File: src/rtl/dependency_check_pipe_pkg.sv
// Shared opcodes, instruction field positions, tracker entry layout and the
// opcode decoder used by the dependency checker.
package dcp_pkg;

  // Instruction field layout: op[31:26], rd[25:21], rs[20:16], rt[15:11], imm[15:0]
  localparam int OP_W    = 6;
  localparam int FIELD_W = 5;
  localparam int IMM_W   = 16;
  localparam int OP_LSB  = 26;
  localparam int RD_LSB  = 21;
  localparam int RS_LSB  = 16;
  localparam int RT_LSB  = 11;
  localparam int IMM_LSB = 0;

  localparam logic [OP_W-1:0] OP_LD = 6'h14;
  localparam logic [OP_W-1:0] OP_ST = 6'h15;
  // Immediate ALU class is every opcode whose top three bits are 001
  localparam logic [2:0] IMM_CLASS_HI = 3'b001;

  typedef enum logic [1:0] {
    CLS_R   = 2'd0,
    CLS_IMM = 2'd1,
    CLS_LD  = 2'd2,
    CLS_ST  = 2'd3
  } ins_class_e;

  // One in-flight writer slot (entry 0 = EX, 1 = DM, 2 = WB, ...)
  typedef struct packed {
    logic               valid;
    logic               writes;
    logic               is_load;
    logic [FIELD_W-1:0] dest;
  } trk_entry_t;

  typedef struct packed {
    ins_class_e cls;
    logic       b_used;
    logic       writes;
  } dec_t;

  // Classify an opcode and report whether it reads a B register source
  function automatic dec_t decode_op(input logic [OP_W-1:0] op);
    dec_t d;
    d.cls = CLS_R;
    if (op == OP_LD)
      d.cls = CLS_LD;
    else if (op == OP_ST)
      d.cls = CLS_ST;
    else if (op[5:3] == IMM_CLASS_HI)
      d.cls = CLS_IMM;
    d.b_used = (d.cls == CLS_R) || (d.cls == CLS_ST);
    d.writes = (d.cls != CLS_ST);
    return d;
  endfunction

endpackage

File: src/rtl/dependency_check_pipe_if.sv
// Instruction issue / decode-output bundle between the issue stage and the
// dependency checker.
interface dependency_check_pipe_if #(
  parameter int REG_AW = 5,
  parameter int SEL_W  = 2
);
  logic              ins_valid;
  logic [31:0]       ins;
  logic              stall;
  logic [15:0]       imm;
  logic [5:0]        op_dec;
  logic [REG_AW-1:0] rw_dm;
  logic [SEL_W-1:0]  mux_sel_a;
  logic [SEL_W-1:0]  mux_sel_b;
  logic              imm_sel;
  logic              mem_en_ex;
  logic              mem_rw_ex;
  logic              mem_mux_sel_dm;

  modport master (
    output ins_valid, ins,
    input  stall, imm, op_dec, rw_dm, mux_sel_a, mux_sel_b,
           imm_sel, mem_en_ex, mem_rw_ex, mem_mux_sel_dm
  );

  modport slave (
    input  ins_valid, ins,
    output stall, imm, op_dec, rw_dm, mux_sel_a, mux_sel_b,
           imm_sel, mem_en_ex, mem_rw_ex, mem_mux_sel_dm
  );
endinterface

File: src/rtl/dependency_check_pipe_fwd_match.sv
// Priority match of one source register against the in-flight writer
// tracker. Returns k+1 for the youngest matching entry k (0 = no match) and
// whether that winning entry is a load.
module dcp_fwd_match
  import dcp_pkg::*;
#(
  parameter int FWD_DEPTH = 3,
  parameter int SEL_W     = 2,
  parameter int ZERO_REG  = 1
) (
  input  logic [FIELD_W-1:0]           src,
  input  trk_entry_t [FWD_DEPTH-1:0]   trk,
  output logic [SEL_W-1:0]             sel,
  output logic                         sel_is_load
);

  localparam bit ZERO_EXCL = (ZERO_REG != 0);

  logic [FWD_DEPTH-1:0] hit;
  logic                 src_excluded;

  assign src_excluded = ZERO_EXCL && (src == '0);

  for (genvar gi = 0; gi < FWD_DEPTH; gi++) begin : g_hit
    assign hit[gi] = trk[gi].valid && trk[gi].writes &&
                     (trk[gi].dest == src) && !src_excluded;
  end

  // Scan oldest to youngest so the youngest hit overwrites and wins
  always_comb begin
    sel         = '0;
    sel_is_load = 1'b0;
    for (int k = FWD_DEPTH - 1; k >= 0; k--) begin
      if (hit[k]) begin
        sel         = SEL_W'(k + 1);
        sel_is_load = trk[k].is_load;
      end
    end
  end

endmodule

File: src/rtl/dependency_check_pipe.sv
// Decode-stage dependency checker: decodes the issued instruction, tracks
// FWD_DEPTH in-flight writers, produces forwarding selects and memory
// controls, and stalls one cycle on a load-use hazard.
module dependency_check_pipe
  import dcp_pkg::*;
#(
  parameter int REG_AW    = 5,
  parameter int FWD_DEPTH = 3,
  parameter int SEL_W     = 2,
  parameter int ZERO_REG  = 1
) (
  input  logic                   clk,
  input  logic                   reset,
  dependency_check_pipe_if.slave bus
);

  logic [OP_W-1:0]    op;
  logic [FIELD_W-1:0] rd_f;
  logic [FIELD_W-1:0] rs_f;
  logic [FIELD_W-1:0] rt_f;
  logic [FIELD_W-1:0] src_b;
  dec_t               dec;
  logic               accept;
  logic               stall;
  trk_entry_t         new_entry;

  trk_entry_t [FWD_DEPTH-1:0] trk_reg;

  logic [SEL_W-1:0] sel_a;
  logic [SEL_W-1:0] sel_b;
  logic             load_a;
  logic             load_b;

  logic [OP_W-1:0]  op_dec_reg;
  logic [SEL_W-1:0] mux_sel_a_reg;
  logic [SEL_W-1:0] mux_sel_b_reg;
  logic             imm_sel_reg;
  logic             mem_en_ex_reg;
  logic             mem_rw_ex_reg;
  logic [IMM_W-1:0] imm_reg;

  assign op   = bus.ins[OP_LSB +: OP_W];
  assign rd_f = FIELD_W'(bus.ins[RD_LSB +: REG_AW]);
  assign rs_f = FIELD_W'(bus.ins[RS_LSB +: REG_AW]);
  assign rt_f = FIELD_W'(bus.ins[RT_LSB +: REG_AW]);
  assign dec  = decode_op(op);

  // A store's rt slot overlaps its offset, and a store writes nothing, so
  // the store-data register travels in the rd slot
  assign src_b = (dec.cls == CLS_ST) ? rd_f : rt_f;

  dcp_fwd_match #(
    .FWD_DEPTH (FWD_DEPTH),
    .SEL_W     (SEL_W),
    .ZERO_REG  (ZERO_REG)
  ) u_match_a (
    .src         (rs_f),
    .trk         (trk_reg),
    .sel         (sel_a),
    .sel_is_load (load_a)
  );

  dcp_fwd_match #(
    .FWD_DEPTH (FWD_DEPTH),
    .SEL_W     (SEL_W),
    .ZERO_REG  (ZERO_REG)
  ) u_match_b (
    .src         (src_b),
    .trk         (trk_reg),
    .sel         (sel_b),
    .sel_is_load (load_b)
  );

  // A winning select of 1 means the youngest (EX) entry matched; if that is
  // a load its data is not ready yet, so hold the instruction one cycle
  assign stall = reset && bus.ins_valid &&
                 ((sel_a == SEL_W'(1) && load_a) ||
                  (dec.b_used && sel_b == SEL_W'(1) && load_b));

  assign accept = bus.ins_valid && !stall;

  // Entry entering EX: the accepted instruction, or a bubble
  always_comb begin
    new_entry = '0;
    if (accept) begin
      new_entry.valid   = 1'b1;
      new_entry.writes  = dec.writes;
      new_entry.is_load = (dec.cls == CLS_LD);
      new_entry.dest    = rd_f;
    end
  end

  // Shift the writer tracker every cycle; the oldest entry falls off
  always_ff @(posedge clk or negedge reset) begin
    if (!reset)
      trk_reg <= '0;
    else
      trk_reg <= {trk_reg[FWD_DEPTH-2:0], new_entry};
  end

  // Register decode results; a bubble or stall clears controls, imm holds on stall
  always_ff @(posedge clk or negedge reset) begin
    if (!reset) begin
      op_dec_reg    <= '0;
      mux_sel_a_reg <= '0;
      mux_sel_b_reg <= '0;
      imm_sel_reg   <= 1'b0;
      mem_en_ex_reg <= 1'b0;
      mem_rw_ex_reg <= 1'b0;
      imm_reg       <= '0;
    end else begin
      op_dec_reg    <= accept ? op : '0;
      mux_sel_a_reg <= accept ? sel_a : '0;
      mux_sel_b_reg <= (accept && dec.b_used) ? sel_b : '0;
      imm_sel_reg   <= accept && (dec.cls != CLS_R);
      mem_en_ex_reg <= accept && ((dec.cls == CLS_LD) || (dec.cls == CLS_ST));
      mem_rw_ex_reg <= accept && (dec.cls == CLS_ST);
      if (!stall)
        imm_reg <= bus.ins[IMM_LSB +: IMM_W];
    end
  end

  assign bus.stall          = stall;
  assign bus.op_dec         = op_dec_reg;
  assign bus.mux_sel_a      = mux_sel_a_reg;
  assign bus.mux_sel_b      = mux_sel_b_reg;
  assign bus.imm_sel        = imm_sel_reg;
  assign bus.mem_en_ex      = mem_en_ex_reg;
  assign bus.mem_rw_ex      = mem_rw_ex_reg;
  assign bus.imm            = imm_reg;
  assign bus.rw_dm          = trk_reg[1].valid ? trk_reg[1].dest[REG_AW-1:0] : '0;
  assign bus.mem_mux_sel_dm = trk_reg[1].valid && trk_reg[1].is_load;

endmodule

File: src/flat_wrapper.sv
// flat-port wrapper written by rule: the top's interface ports become plain ports
module dependency_check_pipe_flat import dcp_pkg::*;
#(
  parameter int REG_AW    = 5,
  parameter int FWD_DEPTH = 3,
  parameter int SEL_W     = 2,
  parameter int ZERO_REG  = 1
)
  (clk, reset, bus_ins_valid, bus_ins, bus_stall, bus_imm, bus_op_dec, bus_rw_dm, bus_mux_sel_a, bus_mux_sel_b, bus_imm_sel, bus_mem_en_ex, bus_mem_rw_ex, bus_mem_mux_sel_dm);
  dependency_check_pipe_if #(.REG_AW(REG_AW), .SEL_W(SEL_W)) bus_i ();
  input  logic clk;
  input  logic reset;
  input wire logic [$bits(bus_i.ins_valid)-1:0] bus_ins_valid;
  input wire logic [$bits(bus_i.ins)-1:0] bus_ins;
  output wire logic [$bits(bus_i.stall)-1:0] bus_stall;
  output wire logic [$bits(bus_i.imm)-1:0] bus_imm;
  output wire logic [$bits(bus_i.op_dec)-1:0] bus_op_dec;
  output wire logic [$bits(bus_i.rw_dm)-1:0] bus_rw_dm;
  output wire logic [$bits(bus_i.mux_sel_a)-1:0] bus_mux_sel_a;
  output wire logic [$bits(bus_i.mux_sel_b)-1:0] bus_mux_sel_b;
  output wire logic [$bits(bus_i.imm_sel)-1:0] bus_imm_sel;
  output wire logic [$bits(bus_i.mem_en_ex)-1:0] bus_mem_en_ex;
  output wire logic [$bits(bus_i.mem_rw_ex)-1:0] bus_mem_rw_ex;
  output wire logic [$bits(bus_i.mem_mux_sel_dm)-1:0] bus_mem_mux_sel_dm;
  assign bus_i.ins_valid = bus_ins_valid;
  assign bus_i.ins = bus_ins;
  assign bus_stall = bus_i.stall;
  assign bus_imm = bus_i.imm;
  assign bus_op_dec = bus_i.op_dec;
  assign bus_rw_dm = bus_i.rw_dm;
  assign bus_mux_sel_a = bus_i.mux_sel_a;
  assign bus_mux_sel_b = bus_i.mux_sel_b;
  assign bus_imm_sel = bus_i.imm_sel;
  assign bus_mem_en_ex = bus_i.mem_en_ex;
  assign bus_mem_rw_ex = bus_i.mem_rw_ex;
  assign bus_mem_mux_sel_dm = bus_i.mem_mux_sel_dm;
  dependency_check_pipe #(.REG_AW(REG_AW), .FWD_DEPTH(FWD_DEPTH), .SEL_W(SEL_W), .ZERO_REG(ZERO_REG)) u_core (.clk(clk), .reset(reset), .bus(bus_i));
endmodule
File: config.mk
export PLATFORM = sky130hd
export DESIGN_NAME = dependency_check_pipe_flat
export DESIGN_NICKNAME = d
export VERILOG_FILES = /design/src/rtl/dependency_check_pipe_pkg.sv /design/src/rtl/dependency_check_pipe_if.sv /design/src/rtl/dependency_check_pipe_fwd_match.sv /design/src/rtl/dependency_check_pipe.sv /design/src/flat_wrapper.sv
export SDC_FILE = /design/constraint.sdc
export NUM_CORES = 1
export LEC_CHECK = 0
export ABC_AREA = 1
export CORE_MARGIN = 5
export CORE_UTILIZATION = 36
export CTS_BUF_LIST = sky130_fd_sc_hd__clkbuf_4 sky130_fd_sc_hd__clkbuf_8
export DETAILED_ROUTE_END_ITERATION = 7
export GPL_TIMING_DRIVEN = 0
export MAX_ROUTING_LAYER = met4
export PLACE_DENSITY = 0.62
export SYNTH_ARGS = -nofsm -noshare
export SYNTH_HDL_FRONTEND = slang
export SYNTH_SLANG_ARGS = --single-unit
File: constraint.sdc
create_clock -name clk -period 2.9 [get_ports clk]
set_input_delay 0.435 -clock clk [delete_from_list [all_inputs] [get_ports clk]]
set_output_delay 0.435 -clock clk [all_outputs]
set_load 0.1 [all_outputs]
# --- After elaboration in Yosys (flattened, before gate mapping) ---
# Cells that the tools add are included.
totals:
  register_bits: 53
classes:
  n_eq_ne: 14
  mux: 21
  reduce_logical: 36
ops:
  columns: ["cell", "n"]
  rows:
  - ["equality test 5 bit", 6]
  - ["logical AND 1 bit", 26]
  - ["2-to-1 mux 2 bit", 10]
  - ["equality test 6 x 5 -> 1 bit, second input constant", 2]
  - ["logical NOT 5 bit", 2]
  - ["2-to-1 mux 5 bit", 2]
  - ["2-to-1 mux 8 bit", 1]
  - ["2-to-1 mux 1 bit", 7]
  - ["2-to-1 mux 6 bit", 1]
  - ["equality test 2 x 1 -> 1 bit, second input constant", 2]
  - ["equality test 2 bit, second input constant", 2]
  - ["equality test 3 x 1 -> 1 bit, second input constant", 1]
  - ["logical NOT 1 bit", 3]
  - ["logical OR 1 bit", 3]
  - ["logical NOT 2 bit", 1]
  - ["inequality test 2 bit, second input constant", 1]
  - ["nonzero test 2 bit", 1]

# --- Logic depth before layout (Yosys ltp) ---
# Gate-level depths: netlist (run 1).
depth:
  word_depth: 21
  ltp_mapped: 20
  depth_no_buf: 18

# --- Modules after synthesis ---
# A second synthesis (run 1) with hierarchy kept.
unflattened:
  cells_unflattened: 372
  hier_area_um2: 2788.9
by_module_without_submodules:
  columns: ["mod", "instances", "area_per_inst_um2", "cells_each", "seq_area_each_um2"]
  rows:
  - ["dependency_check_pipe", 1, 1960.6, 186, 1326.3]
  - ["dcp_fwd_match", 2, 414.1, 93, 0.0]

# --- Worst setup path after synthesis (run 1) ---
# OpenSTA, ideal clock, no wires.
synth_timing:
  path_kind: "input to output"
  startpoint: "input port bus_ins[29]"
  endpoint: "output port bus_stall"
  arrival_time_ns: 2.114
  path_buffers: 2
  setup_slack_ns: 0.351
  cell_stages: 15
  t_required_ns: 2.465
  path_cell_list: "inv_1 > o31ai_1 > ha_1 > buf_6 > nand2_1 > nand2_4 > inv_2 > nand2_2 > nor2_4 > nor2_2 > nand3_2 > nand2_4 > nand2_8 > inv_8 > buf_12"
synth_between:
  elab_chain_cells: 17
  elab_cells_between_ends: 32
  cone_classes: "8 x eq/ne; 10 x mux; 14 x reduce/logical"
synth_lines:
  columns: ["item", "line_no", "source"]
  rows:
  - ["start: declaration", "flat_wrapper.sv:14", "input wire logic [$bits(bus_i.ins)-1:0] bus_ins;"]
  - ["equality test 3 x 1 -> 1 bit", "dependency_check_pipe_pkg.sv:49", "else if (op[5:3] == IMM_CLASS_HI)"]
  - ["2-to-1 mux 1 bit", "dependency_check_pipe_pkg.sv:49", null]
  - ["2-to-1 mux 2 bit", "dependency_check_pipe_pkg.sv:47", "else if (op == OP_ST)"]
  - ["2-to-1 mux 2 bit (*)", "dependency_check_pipe_pkg.sv:45", "if (op == OP_LD)"]
  - ["equality test 2 bit", "dependency_check_pipe_pkg.sv:51, dependency_check_pipe.sv:50", null]
  - ["2-to-1 mux 5 bit", "dependency_check_pipe.sv:50", "assign src_b = (dec.cls == CLS_ST) ? rd_f : rt_f;"]
  - ["equality test 5 bit or logical NOT 5 bit (tied branches)", "dependency_check_pipe_fwd_match.sv:26, dependency_check_pipe_fwd_match.sv:22", null]
  - ["logical AND 1 bit or logical NOT 1 bit (tied branches)", "dependency_check_pipe_fwd_match.sv:25, dependency_check_pipe_fwd_match.sv:26", null]
  - ["logical AND 1 bit", "dependency_check_pipe_fwd_match.sv:26", "(trk[gi].dest == src) && !src_excluded;"]
  - ["2-to-1 mux 2 bit (3 in series)", "dependency_check_pipe_fwd_match.sv:34", "if (hit[k]) begin"]
  - ["equality test 2 x 1 -> 1 bit", "dependency_check_pipe.sv:78", "(dec.b_used && sel_b == SEL_W'(1) && load_b));"]
  - ["logical AND 1 bit", "dependency_check_pipe.sv:78", null]
  - ["logical AND 1 bit (*)", "dependency_check_pipe.sv:78", null]
  - ["logical OR 1 bit (*)", "dependency_check_pipe.sv:77", "((sel_a == SEL_W'(1) && load_a) ||"]
  - ["logical AND 1 bit (*)", "dependency_check_pipe.sv:76", "assign stall = reset && bus.ins_valid &&"]
  - ["end: declaration", "flat_wrapper.sv:15", "output wire logic [$bits(bus_i.stall)-1:0] bus_stall;"]
# Every way passes the cells marked *; elsewhere a longest branch is shown, timed or not.

# --- Final worst setup path (run 1) ---
layout_timing:
  startpoint: "input port bus_ins[28]"
  endpoint: "output port bus_stall"
layout_between:
  elab_chain_cells: 16
  elab_cells_between_ends: 30
  cone_classes: "7 x eq/ne; 9 x mux; 14 x reduce/logical"
layout_lines:
  columns: ["item", "line_no"]
  rows:
  - ["equality test 6 x 5 -> 1 bit", "dependency_check_pipe_pkg.sv:47"]
  - ["2-to-1 mux 2 bit", "dependency_check_pipe_pkg.sv:47"]
  - ["2-to-1 mux 2 bit (*)", "dependency_check_pipe_pkg.sv:45"]
  - ["equality test 2 bit", "dependency_check_pipe_pkg.sv:51, dependency_check_pipe.sv:50"]
  - ["2-to-1 mux 5 bit", "dependency_check_pipe.sv:50"]
  - ["equality test 5 bit or logical NOT 5 bit (tied branches)", "dependency_check_pipe_fwd_match.sv:26, dependency_check_pipe_fwd_match.sv:22"]
  - ["logical AND 1 bit or logical NOT 1 bit (tied branches)", "dependency_check_pipe_fwd_match.sv:25, dependency_check_pipe_fwd_match.sv:26"]
  - ["logical AND 1 bit", "dependency_check_pipe_fwd_match.sv:26"]
  - ["2-to-1 mux 2 bit (3 in series)", "dependency_check_pipe_fwd_match.sv:34"]
  - ["equality test 2 x 1 -> 1 bit", "dependency_check_pipe.sv:78"]
  - ["logical AND 1 bit", "dependency_check_pipe.sv:78"]
  - ["logical AND 1 bit (*)", "dependency_check_pipe.sv:78"]
  - ["logical OR 1 bit (*)", "dependency_check_pipe.sv:77"]
  - ["logical AND 1 bit (*)", "dependency_check_pipe.sv:76"]
# Marks and branches as above.

==> results of run 1 <==
==> final cells by class <==
class,instances,share of cell area
Clock buffer,5,0.0183
Timing Repair Buffer,85,0.225
Multi-Input combinational cell,201,0.316
Inverter,44,0.0494
Buffer,3,0.0113
Tap cell,99,0.0330
Sequential cell,52,0.347
==> worst paths after layout <==
| check | start | to |
|---|---|---|
| min in group clk | u_core.trk_reg[6]$_DFF_PN0_ | u_core.trk_reg[14]$_DFF_PN0_ |
| worst min register to register | u_core.trk_reg[6]$_DFF_PN0_ | u_core.trk_reg[14]$_DFF_PN0_ |
| worst max register to register | u_core.trk_reg[2]$_DFF_PN0_ | u_core.bus.op_dec[0]$_DFF_PN0_ |
| max in group asynchronous | reset | u_core.trk_reg[15]$_DFF_PN0_ |
| worst min-delay path | reset | u_core.bus.imm[9]$_DFFE_PN0N_ |
| worst max-delay path | bus_ins[28] | bus_stall |
==> placed cells by master (no fill, tap or decap), types with 2 or more instances in the layout <==
| master | Yosys | final |
|---|---|---|
| a21boi_0 | 2 | 2 |
| buf_16 | 0 | 2 |
| nand2_2 | 7 | 8 |
| inv_1 | 39 | 35 |
| nor3_1 | 5 | 5 |
| xnor2_1 | 8 | 8 |
| dlygate4sd2_1 | 0 | 3 |
| clkbuf_8 | 0 | 5 |
| nand2_1 | 96 | 91 |
| o21ai_0 | 5 | 5 |
| clkbuf_2 | 0 | 3 |
| buf_4 | 1 | 13 |
| nand3b_1 | 2 | 2 |
| nor2_4 | 6 | 8 |
| nor2_1 | 25 | 23 |
| nor2_2 | 6 | 6 |
| xor2_1 | 5 | 5 |
| buf_12 | 2 | 2 |
| clkdlybuf4s50_1 | 0 | 62 |
| dfrtp_1 | 52 | 52 |
| nand3_2 | 2 | 4 |
| inv_2 | 3 | 7 |
| nand4_1 | 3 | 3 |
| nand3_1 | 9 | 7 |
| a21oi_1 | 3 | 2 |
| nand2_4 | 7 | 10 |
| nand2_8 | 2 | 3 |
| ha_1 | 3 | 2 |
==> report_power, final <==
group,internal [uW],switching [uW],total (uW)
clock,156,216,373
combinational,130,264,394
sequential,756,24.4,781
total,1040,505,1550
==> worst max-delay path, stage by stage <==
cell           delay, ps
dlygate4sd2_1        240
inv_2                 80
nor2_4                40
nand4_1              110
o31ai_4              110
ha_4                 180
buf_8                140
inv_12                90
nand2_8               50
nand2_4               90
inv_2                 50
nand2_2               80
nor2_4                50
nor2_2               130
nand3_2              100
nand2_4               90
nand2_8               70
inv_8                 70
buf_12               160
==> layer usage <==
| layer | share of wire | vias to the layer above | global-route usage |
|---|---|---|---|
| met5 | 0 | - | - |
| met4 | 0.015 | 0 | 0.0462 |
| met3 | 0.027 | 10 | 0.0229 |
| met2 | 0.51 | 40 | 0.263 |
| met1 | 0.45 | 990 | 0.187 |
| li1 | - | 1085 | - |
==> metrics by stage <==
stage | setup slack (ps) | TNS [ps] | cell area [um^2] | util | hold WS (ps)
2_1_floorplan | 351 | 0 | 2630 | - | 139
3_3_place_gp | -2180 | -41190 | 3450 | 0.481 | 359
3_5_place_dp | -1500 | -4900 | 3480 | 0.485 | 362
4_1_cts | 5.06 | 0 | 3720 | 0.519 | 197
5_1_grt | -5.71 | -5.71 | 3750 | 0.523 | 234
6_report | 102 | 0 | 3750 | 0.523 | 186
==> kinds of logic (layout without fill, tap and decap cells) <==
group | count (synthesis) | count (layout) | synth area share
simple gates | 172 | 172 | 0.326
flops | 52 | 52 | 0.495
buf+inv | 48 | 137 | 0.0909
compound gates | 13 | 13 | 0.0304
xor+xnor | 13 | 13 | 0.0433
fa+ha+maj | 3 | 3 | 0.0143
==> timing repair <==
item,4_1_cts,5_1_grt
gates cloned,1,0
buffers inserted,10,3
pin swaps,12,7
gates resized for setup,41,9
setup endpoints to repair,1,1
==> metrics.cfg, run 1 <==
[outcome]
status=finished clean

[cells_and_area]
finalNetCount=430
drive_gt1_frac=0.205
fin_cells=489
fillers=673
final-seq-area_mm2=0.00130
syn2layout_area_growth_pct=42.6
multi_input_area_mm2=0.00119
antennaDiodeCount=0
largest_reg_flops=23

[clock_network]
clk_latency_ps=300
cts.clk_slew.worst_paths_ps=80
clockBufferDepth=2
cts_hold_buffers=0
cts_made_buffers=5
cts_tree=built
htree_levels=2
cts.sinks=52
cts_root_buffer=clkbuf_8

[grt]
grt_overflow=0
grt_pass1_vias=2208
antenna_found_initial=0
grt_pass1_wl_mm=10.5
grt_max_degree=30
grt_util_all_layers=0.153

[min_path]
hold_class=in -> async

[placement]
gp_congestion=0.829
hpwl_mm=4.61
placement.io_buffers=70
placed_cells=471

[sta]
finalCriticalPeriod_ps=2800
setup_violations=0
drv_slew=0
hold_viol_final=0
max_freq_mhz=357
skew_ps=5.40
max_slew_margin=0.335
tightest_slew_ps=994
period_share=0.965

[pwr]
peakVddDrop_uv=189
p_per_area_mw_per_mm2=413
p_total_uw=1550
p_leak_uw=0.00180

[synth]
synth_top_flop_cell=dfrtp_1
ys_ff_latch=52
ys_warn_count=0
synth_area_mm2=0.00263
yosysTopAreaCell=dfrtp_1
netlist_top_cells_count=nand2_1, dfrtp_1, inv_1
synth_most_common_cell=nand2_1
syn_inst=301
avgSynthCellArea_um2=8.74
synth_edf_count=0
synth.distinct_cells=30
syn_nets=339
synth.area.top_cells=dfrtp_1, nand2_1, inv_1, nor2_1, nand2_4
ys_seq_area_frac=0.495
synthArstFlopShare=1.00
synth_top_area_share=0.495

[drt]
viasPerCell=4.35
drcViolationCount=0
wl_per_cell_um=12.9
route.vias.total=2125
antenna_left=0
drt_iter0_markers=82
drt_wl_total_mm=6.29
dr.pass1.iters=4

[floorplan]
die_y_um=95.5
std_cell_rows=31
die_area_mm2=0.00911
dieWidth_um=95.5
initial_core_util=0.367
ioPinCount=71
core_area_mm2=0.00718

[worst_setup_path]
start_kind=input pin
crit_type=in -> out
r2r_slack_ps=860
worstPathMaxFanout=8
r2r_cells=10
arrival_ps=2360
endpoint_kind=primary output
critical_path_required_ps=2470

[flow_run]
maxCapViolations=0

Power figures use the tool's default switching activity.
==> inputs of run 2 (changes only) <==
CORE_ASPECT_RATIO = 0.75   (was not set)
==> metrics.cfg, run 2 (synthesis results as in run 1) <==
[drt]
route.vias.total=2164  ; was 2125
drcViolationCount=0  ; unchanged
wl_per_cell_um=13.4  ; was 12.9 um
routed.top_layer=met4  ; unchanged
viasPerCell=4.33  ; was 4.35
drt_wl_total_mm=6.70  ; was 6.29 mm
wl_met1_mm=3.18  ; was 2.83 mm
drt_iter0_markers=122  ; was 82
antenna_left=0  ; unchanged
dr.pass1.iters=4  ; unchanged
met2_length_mm=3.14  ; was 3.20 mm
met3WireLength_um=349  ; was 171 um

[sta]
tightest_slew_ps=995  ; was 994 ps
finalCriticalPeriod_ps=2770  ; was 2800 ps
max_freq_mhz=361  ; was 357 MHz
period_share=0.954  ; was 0.965
drv_slew=0  ; unchanged
rsz0062_at_grt=false
max_slew_margin=0.335  ; about the same
hold_viol_final=0  ; unchanged
skew_ps=8.25  ; was 5.40 ps
setup_violations=0  ; unchanged
holdWs_ps=57.7  ; was 186 ps

[cells_and_area]
antennaDiodeCount=0  ; unchanged
syn2layout_area_growth_pct=49.6  ; was 42.6%
fin_cells=500  ; was 489
finalNetCount=436  ; was 430
drive_gt1_frac=0.246  ; was 0.205
final_area_mm2=0.00393  ; was 0.00375 mm^2
largest_reg_flops=23  ; unchanged
mostFrequentLayoutCells=nand2_1, clkdlybuf4s50_1, dfrtp_1  ; unchanged
layout_commonest_cell=nand2_1  ; unchanged
final_core_util=0.544  ; was 0.523

[placement]
place_area_mm2=0.00347  ; was 0.00348 mm^2
hpwl_mm=4.95  ; was 4.61 mm
gp_congestion=0.919  ; was 0.829
placement.io_buffers=70  ; unchanged
placed_cells=473  ; was 471

[grt]
grt_util_all_layers=0.159  ; was 0.153
grt_max_degree=36  ; was 30
grt_pass1_wl_mm=11.0  ; was 10.5 mm
grt_overflow=0  ; unchanged
antenna_found_initial=0  ; unchanged
grt_pass1_vias=2182  ; was 2208

[pwr]
switchingPower_uw=542  ; was 505 uW
comb_power_share=0.243  ; was 0.255
p_per_area_mw_per_mm2=431  ; was 413 mW/mm^2
swShare=0.320  ; was 0.326
peakVddDrop_uv=276  ; was 189 uV
p_leak_uw=0.00187  ; was 0.00180 uW
p_total_uw=1690  ; was 1550 uW
power_frac_clock=0.295  ; was 0.241
pwr-share-seq=0.462  ; was 0.504
intPower_uw=1150  ; was 1040 uW

[worst_setup_path]
r2r_cells=9  ; was 10
worstPathMaxFanout=8  ; unchanged
arrival_ps=2330  ; was 2360 ps
critPathBufInv=7  ; unchanged
r2r_slack_ps=910  ; was 860 ps
startpoint=bus_ins[30]  ; was bus_ins[28]
crit_type=in -> out  ; unchanged
path_cells=buf_2 > inv_2 > nor2_4 > nand4_1 > o31ai_4 > ha_4 > buf_12 > clkinv_16 > nand2_4 > nand2_4 > inv_2 > nand2_2 > nor2_4 > nor2_4 > nand3_2 > nand2_4 > nand2_8 > inv_8 > buf_12  ; was dlygate4sd2_1 > inv_2 > nor2_4 > nand4_1 > o31ai_4 > ha_4 > buf_8 > inv_12 > nand2_8 > nand2_4 > inv_2 > nand2_2 > nor2_4 > nor2_2 > nand3_2 > nand2_4 > nand2_8 > inv_8 > buf_12
endpoint=bus_stall  ; unchanged
critical_path_required_ps=2470  ; about the same
cp_slowest_cell=ha_4  ; was dlygate4sd2_1
r2r-start=u_core.trk_reg[1]$_DFF_PN0_  ; was u_core.trk_reg[2]$_DFF_PN0_
crit_cells=19  ; unchanged
slowest_delay_ps=210  ; was 240 ps
endpoint_kind=primary output  ; unchanged
crit_family=simple AND/OR/NAND/NOR gates  ; was buffers and inverters
start_kind=input pin  ; unchanged
reg2reg_to=u_core.trk_reg[5]$_DFF_PN0_  ; was u_core.bus.op_dec[0]$_DFF_PN0_

[floorplan]
dieWidth_um=109  ; was 95.5 um
core_area_mm2=0.00723  ; was 0.00718 mm^2
die_area_mm2=0.00913  ; was 0.00911 mm^2
ioPinCount=71  ; unchanged
initial_core_util=0.364  ; was 0.367
die_y_um=84.0  ; was 95.5 um
std_cell_rows=27  ; was 31

[clock_network]
clk_latency_ps=310  ; was 300 ps
cts_tree=built  ; unchanged
cts.clk_slew.worst_paths_ps=100  ; was 80 ps
cts_root_buffer=clkbuf_8  ; unchanged
cts.sinks=52  ; unchanged
cts_hold_buffers=0  ; unchanged
clockBufferDepth=2  ; unchanged
cts_made_buffers=5  ; unchanged
htree_levels=2  ; unchanged

[outcome]
status=finished clean  ; unchanged

[flow_run]
maxCapViolations=0  ; unchanged

[min_path]
hold_class=in -> async  ; unchanged

## run 2: changes by cell type in the layout (fill, tap and decap cells not counted), moves of 2 or more
cell | before | now
nor2_2 | 6 | 4
buf_4 | 13 | 18
nand2_1 | 91 | 86
nand2_8 | 3 | 5
nor2_4 | 8 | 10
nand2_2 | 8 | 12
buf_12 | 2 | 6
dlygate4sd2_1 | 3 | 1
## run 2: power groups by stage
| stage | clock, uW | sequential [uW] | combinational, uW |
|---|---|---|---|
| global route | 559 | 787 | 439 |
| detailed placement | 0 | 796 | 382 |
| CTS | 515 | 782 | 401 |
| finish | 500 | 782 | 412 |
| global placement | 0 | 796 | 377 |
| floorplan | 0 | 915 | 122 |
## run 2: cell type report
type                            count  area (um^2)
Buffer                              3         47.5
Fill cell                         667         3300
Multi-Input combinational cell    201         1250
Tap cell                          101          126
Timing Repair Buffer               91          900
Inverter                           44          199
Clock inverter                      3         42.5
Sequential cell                    52         1300
Clock buffer                        5         68.8
## run 2: metal layers
metal,up-vias,global-route usage
met4,0,0.0310
li1,1100,-
met1,1010,0.214
met2,52,0.243
met3,2,0.0402
met5,-,-
## run 2: how the worst min path moves through the flow
| stage | endpoint | depth (start not counted) |
|---|---|---|
| floorplan | u_core.bus.imm[0]$_DFFE_PN0N_ | 0 |
| global placement | u_core.trk_reg[15]$_DFF_PN0_ | 0 |
| detailed placement | u_core.trk_reg[14]$_DFF_PN0_ | 0 |
| CTS | u_core.bus.imm[7]$_DFFE_PN0N_ | 1 |
| global route | u_core.bus.imm[7]$_DFFE_PN0N_ | 1 |
| finish | u_core.bus.imm[6]$_DFFE_PN0N_ | 1 |
## run 2: repair_timing
action	in CTS	in global routing
endpoints found under the setup margin	1	1
pin swaps	13	11
resized for setup	47	22
buffers inserted	14	5
cloned	1	0
## run 2: per-stage QoR
stage | setup slack (ps) | TNS [ps]
3_5_place_dp | -1480 | -4070
2_1_floorplan | 351 | 0
6_report | 133 | 0
4_1_cts | 13.8 | 0
3_3_place_gp | -2190 | -42180
5_1_grt | 0.147 | 0
==> inputs of run 3 (changes only) <==
GPL_ROUTABILITY_DRIVEN = 0   (was not set)
HOLD_SLACK_MARGIN = 0.02   (was not set)
==> results of run 3 <==
Final layout, timing and power as in run 2 (identical DEF).
